`config.mk`:
```
export PLATFORM = sky130hd
export DESIGN_NAME = main_memory_arbiter
export DESIGN_NICKNAME = d
export VERILOG_FILES = /design/src/rtl/main_memory_arbiter.sv
export SDC_FILE = /design/constraint.sdc
export NUM_CORES = 1
export LEC_CHECK = 0
export CAP_MARGIN = 20
export CORE_AREA = 2 2 292 294
export CTS_BUF_LIST = sky130_fd_sc_hd__clkbuf_8
export DETAILED_ROUTE_END_ITERATION = 8
export DIE_AREA = 0 0 294 296
export GPL_ROUTABILITY_DRIVEN = 0
export PLACE_DENSITY = 0.49
export SLEW_MARGIN = 20
export SYNTH_ARGS = -nofsm -noshare
export SYNTH_HDL_FRONTEND = slang
export SYNTH_SLANG_ARGS = --single-unit
```
`constraint.sdc`:
```
create_clock -name clock -period 1.85 [get_ports clock]
set_clock_uncertainty 0.15 [all_clocks]
set_input_delay 0.2775 -clock clock [delete_from_list [all_inputs] [get_ports clock]]
set_output_delay 0.2775 -clock clock [all_outputs]
set_load 0.05 [all_outputs]
```
`src/rtl/main_memory_arbiter.sv`:
```
// Round-robin arbiter that shares the single main-memory port between the I$ and D$ miss paths.
// A latency counter emulates memory delay, then one array access is made and the winner answered.
module main_memory_arbiter #(
  parameter int ADDR_WIDTH  = 32,
  parameter int LINE_WIDTH  = 128,
  parameter int MEM_LATENCY = 10
) (
  input  logic                                              clock,
  input  logic                                              reset,
  input  logic                                              icache_req_valid,
  input  logic [ADDR_WIDTH-1:0]                             icache_req_addr,
  output logic                                              icache_rsp_valid,
  output logic [LINE_WIDTH-1:0]                             icache_rsp_data,
  input  logic                                              dcache_req_valid,
  input  logic [ADDR_WIDTH-1:0]                             dcache_req_addr,
  input  logic                                              dcache_req_we,
  input  logic [LINE_WIDTH-1:0]                             dcache_req_data,
  output logic                                              dcache_rsp_valid,
  output logic [LINE_WIDTH-1:0]                             dcache_rsp_data,
  output logic                                              mem_en,
  output logic                                              mem_we,
  output logic [ADDR_WIDTH-$clog2(LINE_WIDTH/8)-1:0]        mem_addr,
  output logic [LINE_WIDTH-1:0]                             mem_wdata,
  input  logic [LINE_WIDTH-1:0]                             mem_rdata,
  output logic                                              busy
);

  localparam int OFFSET = $clog2(LINE_WIDTH / 8);
  localparam int IDX_W  = ADDR_WIDTH - OFFSET;
  localparam int CNT_W  = $clog2(MEM_LATENCY + 1);
  localparam logic [CNT_W-1:0] CNT_LAST = CNT_W'(MEM_LATENCY - 1);

  typedef enum logic [1:0] {
    S_IDLE,
    S_WAIT,
    S_READ,
    S_DONE
  } state_t;

  typedef enum logic {
    REQ_ICACHE = 1'b0,
    REQ_DCACHE = 1'b1
  } req_id_t;

  state_t            state;
  state_t            state_next;
  logic [CNT_W-1:0]  cnt;
  req_id_t           last_grant;
  req_id_t           owner;
  req_id_t           grant_id;
  logic              grant_fire;
  logic              mem_fire;
  logic [IDX_W-1:0]  addr_q;
  logic              we_q;
  logic [LINE_WIDTH-1:0] wdata_q;
  logic [LINE_WIDTH-1:0] rsp_data_q;

  // The memory is line-granular, so byte-offset bits of the request addresses carry no meaning here.
  logic unused_offset_bits;
  assign unused_offset_bits = ^{icache_req_addr[OFFSET-1:0], dcache_req_addr[OFFSET-1:0]};

  always_ff @(posedge clock) begin
    // NOTE: state is updated with non-blocking assignments so every flop samples pre-edge values.
    if (reset) state <= S_IDLE;
    else       state <= state_next;
  end

  always_comb begin
    // NOTE: every output of this block gets a default first; a missing branch would infer a latch.
    state_next       = state;
    grant_fire       = 1'b0;
    grant_id         = REQ_ICACHE;
    mem_fire         = (state == S_WAIT) && (cnt == CNT_LAST);
    mem_en           = 1'b0;
    mem_we           = 1'b0;
    mem_addr         = '0;
    mem_wdata        = '0;
    icache_rsp_valid = 1'b0;
    icache_rsp_data  = '0;
    dcache_rsp_valid = 1'b0;
    dcache_rsp_data  = '0;
    busy             = (state != S_IDLE);

    // On a tie the requester that did not win last time is chosen.
    if (icache_req_valid && dcache_req_valid) begin
      grant_id = (last_grant == REQ_ICACHE) ? REQ_DCACHE : REQ_ICACHE;
    end else if (dcache_req_valid) begin
      grant_id = REQ_DCACHE;
    end

    case (state)
      S_IDLE: begin
        if (icache_req_valid || dcache_req_valid) begin
          grant_fire = 1'b1;
          state_next = S_WAIT;
        end
      end
      S_WAIT: begin
        if (mem_fire) state_next = S_READ;
      end
      S_READ:  state_next = S_DONE;
      S_DONE:  state_next = S_IDLE;
      default: state_next = S_IDLE;
    endcase

    if (mem_fire) begin
      mem_en    = 1'b1;
      mem_we    = we_q;
      mem_addr  = addr_q;
      mem_wdata = wdata_q;
    end

    if (state == S_DONE) begin
      if (owner == REQ_ICACHE) begin
        icache_rsp_valid = 1'b1;
        icache_rsp_data  = rsp_data_q;
      end else begin
        dcache_rsp_valid = 1'b1;
        dcache_rsp_data  = rsp_data_q;
      end
    end
  end

  always_ff @(posedge clock) begin
    // NOTE: datapath registers are cleared too, so nothing stale can reach an output after reset.
    if (reset) begin
      cnt        <= '0;
      last_grant <= REQ_DCACHE;
      owner      <= REQ_ICACHE;
      addr_q     <= '0;
      we_q       <= 1'b0;
      wdata_q    <= '0;
      rsp_data_q <= '0;
    end else begin
      if (grant_fire) begin
        owner      <= grant_id;
        last_grant <= grant_id;
        cnt        <= '0;
        if (grant_id == REQ_DCACHE) begin
          addr_q  <= dcache_req_addr[ADDR_WIDTH-1:OFFSET];
          we_q    <= dcache_req_we;
          wdata_q <= dcache_req_data;
        end else begin
          addr_q  <= icache_req_addr[ADDR_WIDTH-1:OFFSET];
          we_q    <= 1'b0;
          wdata_q <= '0;
        end
      end else if ((state == S_WAIT) && !mem_fire) begin
        cnt <= cnt + CNT_W'(1);
      end

      // A write acknowledge carries an all-zero line.
      if (state == S_READ) begin
        rsp_data_q <= we_q ? '0 : mem_rdata;
      end
    end
  end

endmodule

```
==> results of run 1 <==
## worst reg2reg max path, cell delays in order (launching register included)
cell,delay [ns]
dfxtp_2,0.33
inv_2,0.04
ha_4,0.15
and3b_4,0.22
buf_12,0.16
buf_6,0.12
buf_4,0.12
buf_4,0.13
o22ai_1,0.25
mux2i_1,0.25
## power by group through the flow
| stage | clock network, mW | registers [mW] | logic (mW) |
|---|---|---|---|
| final | 6.73 | 8.03 | 8.90 |
| after global routing | 7.28 | 8.13 | 9.60 |
| after CTS | 7.05 | 7.99 | 8.24 |
| after detailed placement | 0 | 8.09 | 7.73 |
| after global placement | 0 | 8.07 | 7.56 |
| after floorplan | 0 | 7.82 | 3.95 |
## per-layer routing
layer / routed length (um) / global-route usage / up-vias
met1: 27510 / 0.1700 / 6835
met4: 2254 / 0.05923 / 2
met3: 5750 / 0.05239 / 116
met2: 34940 / 0.2606 / 559
li1: - / - / 6844
met5: 13 / 0 / -
## how the worst max path moves through the flow
stage | slack, ns | endpoint | cells after the start | from
floorplan | -0.05 | icache_rsp_data[108] | 5 | state[1]$_SDFFE_PP0P_
global placement | -0.24 | wdata_q[120]$_SDFFE_PP0P_ | 6 | icache_req_valid
detailed placement | -0.27 | wdata_q[44]$_SDFFE_PP0P_ | 6 | icache_req_valid
CTS | -0.84 | mem_wdata[69] | 7 | cnt[1]$_SDFFE_PP0P_
global route | -0.84 | mem_wdata[69] | 7 | cnt[1]$_SDFFE_PP0P_
finish | -0.72 | mem_wdata[69] | 7 | cnt[1]$_SDFFE_PP0P_
## synth_stat cells, types with 2 or more instances
library cell	instances	share of area
nor2_1	130	0.037
inv_1	5	0.0014
clkbuf_1	104	0.030
buf_4	15	0.0086
a21oi_1	131	0.050
xor2_1	2	0.0013
and3_1	285	0.14
nor2b_1	130	0.062
buf_1	2	0.00058
ha_1	6	0.0057
dfxtp_1	293	0.45
a211oi_1	2	0.0011
mux2i_1	29	0.022
nand2b_1	2	0.00096
a22o_1	129	0.087
a21o_1	2	0.0011
o2bb2ai_1	28	0.019
buf_2	37	0.014
and2_1	129	0.062
nand3b_1	2	0.0011
## kinds of logic (layout without fill, tap and decap cells)
group,Yosys count,count (layout)
AOI/OAI and AO/OA,298,298
xor gates and xnor gates,2,2
adders and majority gates,6,6
buffers and inverters,164,1042
DFF,293,293
muxes,29,29
other,0,6
and+or+nand+nor,686,686
## what timing repair did
| item | CTS | global route |
|---|---|---|
| hold endpoints to repair | 72 | 0 |
| gates resized for setup | 64 | 78 |
| setup buffers | 13 | 11 |
| hold buffers | 31 | 0 |
| pin swaps | 16 | 39 |
| setup endpoints to repair | 515 | 596 |
| cloned | 7 | 15 |
## through the flow
stage            util  instances
2_1_floorplan       -       1478
3_3_place_gp   0.3301       3274
3_5_place_dp   0.3301       3274
4_1_cts        0.3535       3424
5_1_grt        0.3611       3451
6_report       0.3611       3452
## registers in the layout, summed over array words and instances, names as in the netlist
signal      flops
addr_q         28
cnt             4
state           2
wdata_q       128
rsp_data_q    128
we_q            1
last_grant      1
owner           1
## cell type report
class,instances,area (um^2)
Antenna cell,6,15.01
Clock buffer,70,963.4
Clock inverter,30,196.4
Fill cell,8343,53800
Inverter,5,25.02
Multi-Input combinational cell,1021,7732
Sequential cell,293,5874
Tap cell,1090,1364
Timing Repair Buffer,937,14240
==> impl_metrics.toml, run 1 <==
[worst_setup_path]
cpMostUsedCell = "buf_12"
crit_slowest_cell = "dfxtp_2"
critPathKind = "reg2out"
r2r_end = "state[1]$_SDFFE_PP0P_"
rr_worst_depth = 9
worstPathCellList = "inv_2 -> ha_4 -> and3b_4 -> buf_12 -> buf_12 -> and3_4 -> buf_12"
path_buf_inv = 4
arrival_ns = 2.15
end_kind = "primary output"
required_ns = 1.42
crit_path_max_fanout = 23
cp_slowest_stage_delay_ns = 0.32
r2r_slack_ns = -0.16
r2r-start = "cnt[1]$_SDFFE_PP0P_"
start_kind = "flop"
cp_top_family = "buffers and inverters"

[detailed_routing]
antenna_left = 0
drt_first_pass_iters = 4
drt_iter0_markers = 461
avgRoutedWirePerCell_um = 20.41
num_vias = 14356
routed_wl_mm = 70.47
route.detailed.drc = 0
vias_per_cell = 4.159

[logic_synthesis]
synth_adder_area_share = 0.005749
synth-main-ff-cell = "dfxtp_1"
synth_top_family_by_area = "simple AND/OR/NAND/NOR gates"
synth_cells = 1478
synth-xor-area-share = 0.001341
synth.avg_cell_area_um2 = 8.835
synth_edf_count = 0
netlist_area_um2 = 13060
synth_seq_cells = 293
synthArstFlopShare = 0
yosysSeqAreaShare = 0.4492
yosysWarningCount = 0
synth-compound-area-share = 0.1616
synth_nets = 1809
synthSimpleGateAreaFrac = 0.3043
yosysUniqueCellTypes = 35
synthMuxAreaShare = 0.02223

[sta]
setup_viol = 512
hold_viol = 0
fin_setup_tns_ns = -257.06
finalWorstSetupSlack_ns = -0.7242
worst_slew_pin_slew_ns = 0.3218
fmaxAchievable_mhz = 388.5
fin_crit_sh = 1.391
whs_ns = 0.08416
maxSlewHeadroom = 0.7855
rsz0062_at_grt = "yes"
report.final.slew_viol_count = 0
fin_crit_ns = 2.574

[final_layout]
finish.net_count = 2646
area_growth_pct = 132.9
final_cell_mix = "buf_12, clkdlybuf4s50_1, dfxtp_1, and3_4, a21oi_1"
layout-drive-gt1-share = 0.4631
final_common_cell = "buf_12"
fin_area_um2 = 30410

[power]
p_comb_frac = 0.376
power.total_mw = 23.66
power.density_nw_per_um2 = 777.9
power_switching_mw = 8.267
switching_share = 0.3495
p_int_mw = 15.39
leakage_nw = 12.43
ir_drop_uv = 577.1
power_frac_seq = 0.339
clockPowerShare = 0.284

[floorplan]
core_area_um2 = 84210
start_util = 0.1551
die_y_um = 296
num_rows = 107
io_pins = 742
die_area_um2 = 87020
die_w_um = 294

[run]
cap_violations = 0

[run_status]
violations = "setup timing"
status = "complete, but fails checks"

[placement]
post-place-ws_ns = -0.2703
portBuffers = 733
dp_hpwl_mm = 52.04
placed_area_um2 = 27800

[clocking]
cts.path.max_buffers = 3
insertion_delay_ns = 0.64
clockRootBuffer = "clkbuf_8"
cts_made_buffers = 57
htreeDepth = 2
clock-sinks = 293
clk_transition_reported_paths_ns = 0.06
cts_tree = "yes"

[global_route]
grt_pass1_wl_mm = 99.02
globalRouteTotalUtil = 0.1509
grt_remaining_overflow = 0
grt_max_degree = 79
grt_pass1_vias = 14944
antenna_found_initial = 8

[hold_path]
min_path_cells = 2
hold_class = "in2reg"
min_from = "dcache_req_data[21]"
min_to = "wdata_q[21]$_SDFFE_PP0P_"
Power figures use the tool's default switching activity.
==> run 2, diff against run 1 <==
- ABC_AREA: not set -> 1
- CORE_AREA: 2 2 292 294 -> 2 2 289 291
- DIE_AREA: 0 0 294 296 -> 0 0 291 293
- PLACE_DENSITY: 0.49 -> 0.51
==> impl_metrics.toml, run 2 <==
[run_status]
status = "complete, but fails checks"
violations = "setup timing"

[sta]
hold_viol = 0
report.final.slew_viol_count = 0
fin_crit_sh = 1.381
finalWorstSetupSlack_ns = -0.7052
fmaxAchievable_mhz = 391.4
maxSlewHeadroom = 0.5433
setup_viol = 417
worst_slew_pin_slew_ns = 0.6834
rsz0062_at_grt = "yes"
fin_crit_ns = 2.555

[detailed_routing]
drt_first_pass_iters = 5
avgRoutedWirePerCell_um = 17.00
route.detailed.drc = 0
vias_per_cell = 4.042
antenna_left = 0
num_vias = 16574
drt_iter0_markers = 552
routed_wl_mm = 69.71

[worst_setup_path]
r2r_slack_ns = 0.01
worstPathCellList = "buf_6 -> ha_4 -> inv_2 -> nor2_4 -> buf_12 -> inv_8 -> buf_12 -> nor2_2 -> buf_6"
cp_top_family = "buffers and inverters"
end_kind = "primary output"
critPathKind = "reg2out"
start_kind = "flop"
arrival_ns = 2.13
crit_path_max_fanout = 16
cp_slowest_stage_delay_ns = 0.36
required_ns = 1.42
crit_slowest_cell = "dfxtp_2"
path_buf_inv = 6

[global_route]
globalRouteTotalUtil = 0.1574
grt_pass1_wl_mm = 104.0
antenna_found_initial = 4
grt_pass1_vias = 16729
grt_max_degree = 79
grt_remaining_overflow = 0

[clocking]
clk_transition_reported_paths_ns = 0.06
cts_made_buffers = 59
cts_tree = "yes"
htreeDepth = 2
clock-sinks = 293
cts.path.max_buffers = 3
insertion_delay_ns = 0.65
clockRootBuffer = "clkbuf_8"

[run]
cap_violations = 0

[logic_synthesis]
synthArstFlopShare = 0
yosysUniqueCellTypes = 23
synth_edf_count = 0
synthMuxAreaShare = 0
synth-xor-area-share = 0.0006280
synth_top_family_by_area = "simple AND/OR/NAND/NOR gates"
synth.avg_cell_area_um2 = 6.850
yosysSeqAreaShare = 0.4206
synth-compound-area-share = 0.09591
yosysWarningCount = 0
yosys.area.top_type = "dfxtp_1"
yosysMostFrequentCell = "nor2_1"
synth_top_cell_area_share = 0.4206
synth_adder_area_share = 0.005383
synthSimpleGateAreaFrac = 0.3281
synth_nets = 2367
synth-main-ff-cell = "dfxtp_1"
synth_cells = 2036
synthTopCellsByArea = "dfxtp_1, nor2_1, inv_1"
netlist_area_um2 = 13950
synth_seq_cells = 293
synthTopCellsByCount = "nor2_1, inv_1, dfxtp_1"

[final_layout]
largest_registers = "rsp_data_q (128), wdata_q (128), addr_q (28)"
final_cells = 4100
final_cell_mix = "inv_1, clkdlybuf4s50_1, dfxtp_1, buf_12, nor2_4"
final_common_cell = "inv_1"
finish.net_count = 3315
finish.utilization = 0.3824
area_growth_pct = 124.4
layout-drive-gt1-share = 0.4096

[floorplan]
die_y_um = 293
num_rows = 105
die_w_um = 291
start_util = 0.1704
die_area_um2 = 85260
core_area_um2 = 81850
io_pins = 742

[power]
leakage_nw = 11.09
ir_drop_uv = 504.9
power.density_nw_per_um2 = 745.9
power.total_mw = 23.35

[placement]
post-place-ws_ns = -0.1748
portBuffers = 733
placed_cells = 3819
dp_hpwl_mm = 52.03

[hold_path]
hold_class = "in2reg"
-- run 2: changes by cell type after synthesis, moves of 98 or more --
cell	before	now
inv_1	5	326
nor2_1	130	424
and3_1	285	0
nand3_1	0	159
or2_2	1	155
nor2b_1	130	0
a22o_1	129	0
and2_1	129	0
nand4_1	1	130
o21ai_1	0	100
nand2_1	1	99
-- run 2: worst reg2reg max path, stage by stage (launching register included) --
cell and delay (ns):
dfxtp_2 0.34, inv_1 0.16, ha_4 0.19, buf_4 0.33, buf_12 0.29, nand4_1 0.20
o21ai_1 0.11
-- run 2: cells by family (layout without fill, tap and decap cells) --
group                    Yosys count  count (layout)
other                              0               3
flip-flops                       293             293
buffers and inverters            500            1491
AND/OR/NAND/NOR                  971             971
XOR/XNOR                           1               1
adder cells (fa/ha/maj)            6               6
AO/OA/AOI/OAI                    265             265
-- run 2: worst paths after layout --
| check | startpoint | endpoint | cells past startpoint |
|---|---|---|---|
| setup / recovery | state[0]$_SDFFE_PP0P_ | mem_wdata[84] | 9 |
| hold / removal | mem_rdata[73] | rsp_data_q[73]$_SDFFE_PP0P_ | 3 |
| setup reg to reg | state[0]$_SDFFE_PP0P_ | wdata_q[116]$_SDFFE_PP0P_ | 6 |
| hold reg to reg | addr_q[5]$_SDFFE_PP0P_ | addr_q[5]$_SDFFE_PP0P_ | 2 |
-- run 2: layout make-up --
| cell class | instances | area, um^2 |
|---|---|---|
| Timing Repair Buffer | 1055 | 13400 |
| Clock inverter | 33 | 219.0 |
| Multi-Input combinational cell | 1243 | 8204 |
| Tap cell | 1070 | 1339 |
| Inverter | 330 | 1262 |
| Antenna cell | 3 | 7.507 |
| Fill cell | 8200 | 50550 |
| Sequential cell | 293 | 5872 |
| Timing Repair inverter | 2 | 22.52 |
| Clock buffer | 71 | 977.2 |
-- run 2: through the flow --
stage | setup TNS [ns] | instance area, um^2 | hold slack [ns]
final | -261.37 | 31300 | 0.07751
after detailed placement | -31.05 | 27160 | 0.2912
after global routing | -328.84 | 31300 | 0.02331
after CTS | -312.40 | 30850 | 0.0001411
after global placement | -26.97 | 27160 | 0.2896
after floorplan | -53.65 | 15920 | 0.2761
-- run 2: power by group --
group / internal (mW) / leakage, nW / switching [mW]
clock: 3.86 / 0.698 / 3.08
sequential: 7.49 / 2.39 / 0.359
combinational: 3.36 / 8.00 / 5.21
-- run 2: routing by layer --
metal	vias to the layer above	part of all wire	global-route usage
met3	133	0.068	0.04213
met1	7533	0.40	0.1869
met5	-	0.00019	0
met4	2	0.034	0.05624
met2	592	0.49	0.2721
li1	8314	-	-
-- run 2: timing repair --
action,in CTS,in global routing
resized for setup,212,101
hold buffers,166,0
pin swaps,2,0
buffers inserted,1,0
gates cloned,4,3
hold endpoints to repair,209,0
endpoints found under the setup margin,419,539
==> run 3, diff against run 2 <==
--- a/config.mk
+++ b/config.mk
@@ -14,4 +14,5 @@
 export GPL_ROUTABILITY_DRIVEN = 0
 export PLACE_DENSITY = 0.51
+export RECOVER_POWER = 100
 export SLEW_MARGIN = 20
 export SYNTH_ARGS = -nofsm -noshare
--- a/constraint.sdc
+++ b/constraint.sdc
@@ -3,3 +3,3 @@
 set_input_delay 0.2775 -clock clock [delete_from_list [all_inputs] [get_ports clock]]
 set_output_delay 0.2775 -clock clock [all_outputs]
-set_load 0.05 [all_outputs]
+set_load 0.1 [all_outputs]
==> impl_metrics.toml, run 3 (synthesized netlist as in run 2, its figures left out) <==
[run_status]
status = "complete, but fails checks"
violations = "setup timing"

[detailed_routing]
drt_iter0_markers = 563
met1_length_mm = 28.23
route.met2.wl_mm = 34.99
route.detailed.drc = 0
vias_per_cell = 4.056
route.met3.wl_mm = 4.849
routed_wl_mm = 69.97
num_vias = 16709
top_layer = "met5"
avgRoutedWirePerCell_um = 16.98
drt_first_pass_iters = 5
antenna_left = 0

[sta]
hold_viol = 0
fin_crit_sh = 1.382
rsz0062_at_grt = "yes"
worst_slew_pin_slew_ns = 0.8604
finalWorstSetupSlack_ns = -0.7058
report.final.slew_viol_count = 0
fin_crit_ns = 2.556
setup_viol = 568
fmaxAchievable_mhz = 391.3
maxSlewHeadroom = 0.4264

[clocking]
insertion_delay_ns = 0.65
clock-sinks = 293
clockRootBuffer = "clkbuf_8"
htreeDepth = 2
cts.path.max_buffers = 3
clk_transition_reported_paths_ns = 0.06
cts_tree = "yes"
cts_made_buffers = 59

[hold_path]
hold_class = "in2reg"
min_path_cells = 3
min_to = "wdata_q[32]$_SDFFE_PP0P_"
min_from = "dcache_req_data[32]"

[worst_setup_path]
critPathKind = "reg2out"
path_buf_inv = 7
crit_path_max_fanout = 16
r2r_slack_ns = -0.19
r2r-start = "state[1]$_SDFFE_PP0P_"
worstPathCellList = "inv_2 -> ha_4 -> inv_2 -> nor2_4 -> buf_6 -> inv_16 -> buf_12 -> nor2_4 -> buf_6 -> buf_12"
arrival_ns = 2.13
cp_slowest_stage_delay_ns = 0.35
r2r_end = "addr_q[12]$_SDFFE_PP0P_"
crit_slowest_cell = "dfxtp_2"
cp_top_family = "buffers and inverters"
required_ns = 1.42
rr_worst_depth = 8
start_kind = "flop"
end_kind = "primary output"

[run]
cap_violations = 0

[floorplan]
die_area_um2 = 85260
num_rows = 105
core_area_um2 = 81850
io_pins = 742
die_y_um = 293
start_util = 0.1704
die_w_um = 291

[final_layout]
largest_registers = "rsp_data_q (128), wdata_q (128), addr_q (28)"
n_fill_cell = 7809
area_growth_pct = 147.7
final_common_cell = "buf_12"
finish.net_count = 3331
fin_area_um2 = 34550
final_cell_mix = "buf_12, nor2_4, inv_1, clkdlybuf4s50_1, dfxtp_1"
layout-drive-gt1-share = 0.4125

[placement]
dp_hpwl_mm = 51.17
portBuffers = 733
placed_area_um2 = 30110

[global_route]
grt_pass1_vias = 16821
globalRouteTotalUtil = 0.1562
antenna_found_initial = 10
grt_pass1_wl_mm = 103.6
grt_max_degree = 126
grt_remaining_overflow = 0

[power]
p_comb_frac = 0.399
power_switching_mw = 9.564
power.total_mw = 24.68
switching_share = 0.3875
power_frac_seq = 0.318
p_int_mw = 15.12
power.density_nw_per_um2 = 714.3
ir_drop_uv = 732.2
leakage_nw = 11.78
clockPowerShare = 0.284
## run 3: power by group through the flow
stage | Sequential [mW] | Combinational, mW | Clock [mW]
4_1_cts | 7.84 | 9.70 | 7.33
3_5_place_dp | 7.97 | 9.19 | 0
6_report | 7.84 | 9.84 | 7.00
5_1_grt | 7.95 | 10.7 | 7.57
3_3_place_gp | 7.95 | 9.16 | 0
2_1_floorplan | 7.91 | 5.84 | 0
## run 3: routing by layer
layer  up-vias  GRT usage
met5         -          0
met4        10    0.04790
met3       109    0.04849
met2       539     0.2745
met1      7687     0.1807
li1       8364          -
## run 3: cell type report
| class | count | area (um^2) | area share |
|---|---|---|---|
| diodes | 5 | 12.51 | 0.0003621 |
| repair buffers | 1072 | 15700 | 0.4543 |
| flip-flops and latches | 293 | 5873 | 0.1700 |
| multi-input cells | 1243 | 9135 | 0.2644 |
| well taps | 1070 | 1339 | 0.03875 |
| clock inverters | 30 | 166.4 | 0.004816 |
| repair inverters | 1 | 11.26 | 0.0003259 |
| clock buffers | 76 | 1046 | 0.03027 |
| inverters | 330 | 1272 | 0.03683 |
## run 3: what timing repair did
action	in CTS	in global routing
pin swaps	3	19
endpoints found under the setup margin	444	628
gates resized for setup	185	64
setup buffers	3	2
hold buffers	176	0
endpoints found under the hold margin	210	0
gates cloned	5	15
## run 3: worst max-delay path by stage
stage / from / endpoint / slack [ns] / depth (start not counted)
after floorplan: cnt[1]$_SDFFE_PP0P_ / mem_wdata[104] / -1.39 / 8
final: state[1]$_SDFFE_PP0P_ / mem_wdata[113] / -0.71 / 10
after CTS: state[1]$_SDFFE_PP0P_ / icache_rsp_data[8] / -0.81 / 7
after global placement: icache_req_valid / addr_q[4]$_SDFFE_PP0P_ / -0.21 / 6
after detailed placement: icache_req_valid / addr_q[4]$_SDFFE_PP0P_ / -0.24 / 6
after global routing: cnt[1]$_SDFFE_PP0P_ / mem_wdata[74] / -0.83 / 10
## run 3: through the flow
step	TNS, ns	instances	setup slack [ns]	utilization	hold WS (ns)
after floorplan	-176.66	2036	-1.387	-	0.2761
after global placement	-19.43	3808	-0.2056	0.3679	0.2900
after detailed placement	-20.69	3808	-0.2370	0.3679	0.2889
after CTS	-306.47	4098	-0.8078	0.4141	0.0003867
after global routing	-359.94	4120	-0.8341	0.4221	0.02508
final	-274.49	4120	-0.7058	0.4221	0.07289
## run 3: worst register-to-register path, delay by kind of cell (launching register included)
family                     cells  cell delay (ns)
AOI/OAI and AO/OA              1             0.13
and+or+nand+nor                3             0.84
DFF                            1             0.34
buffers and inverters          3             0.26
adders and majority gates      1             0.28
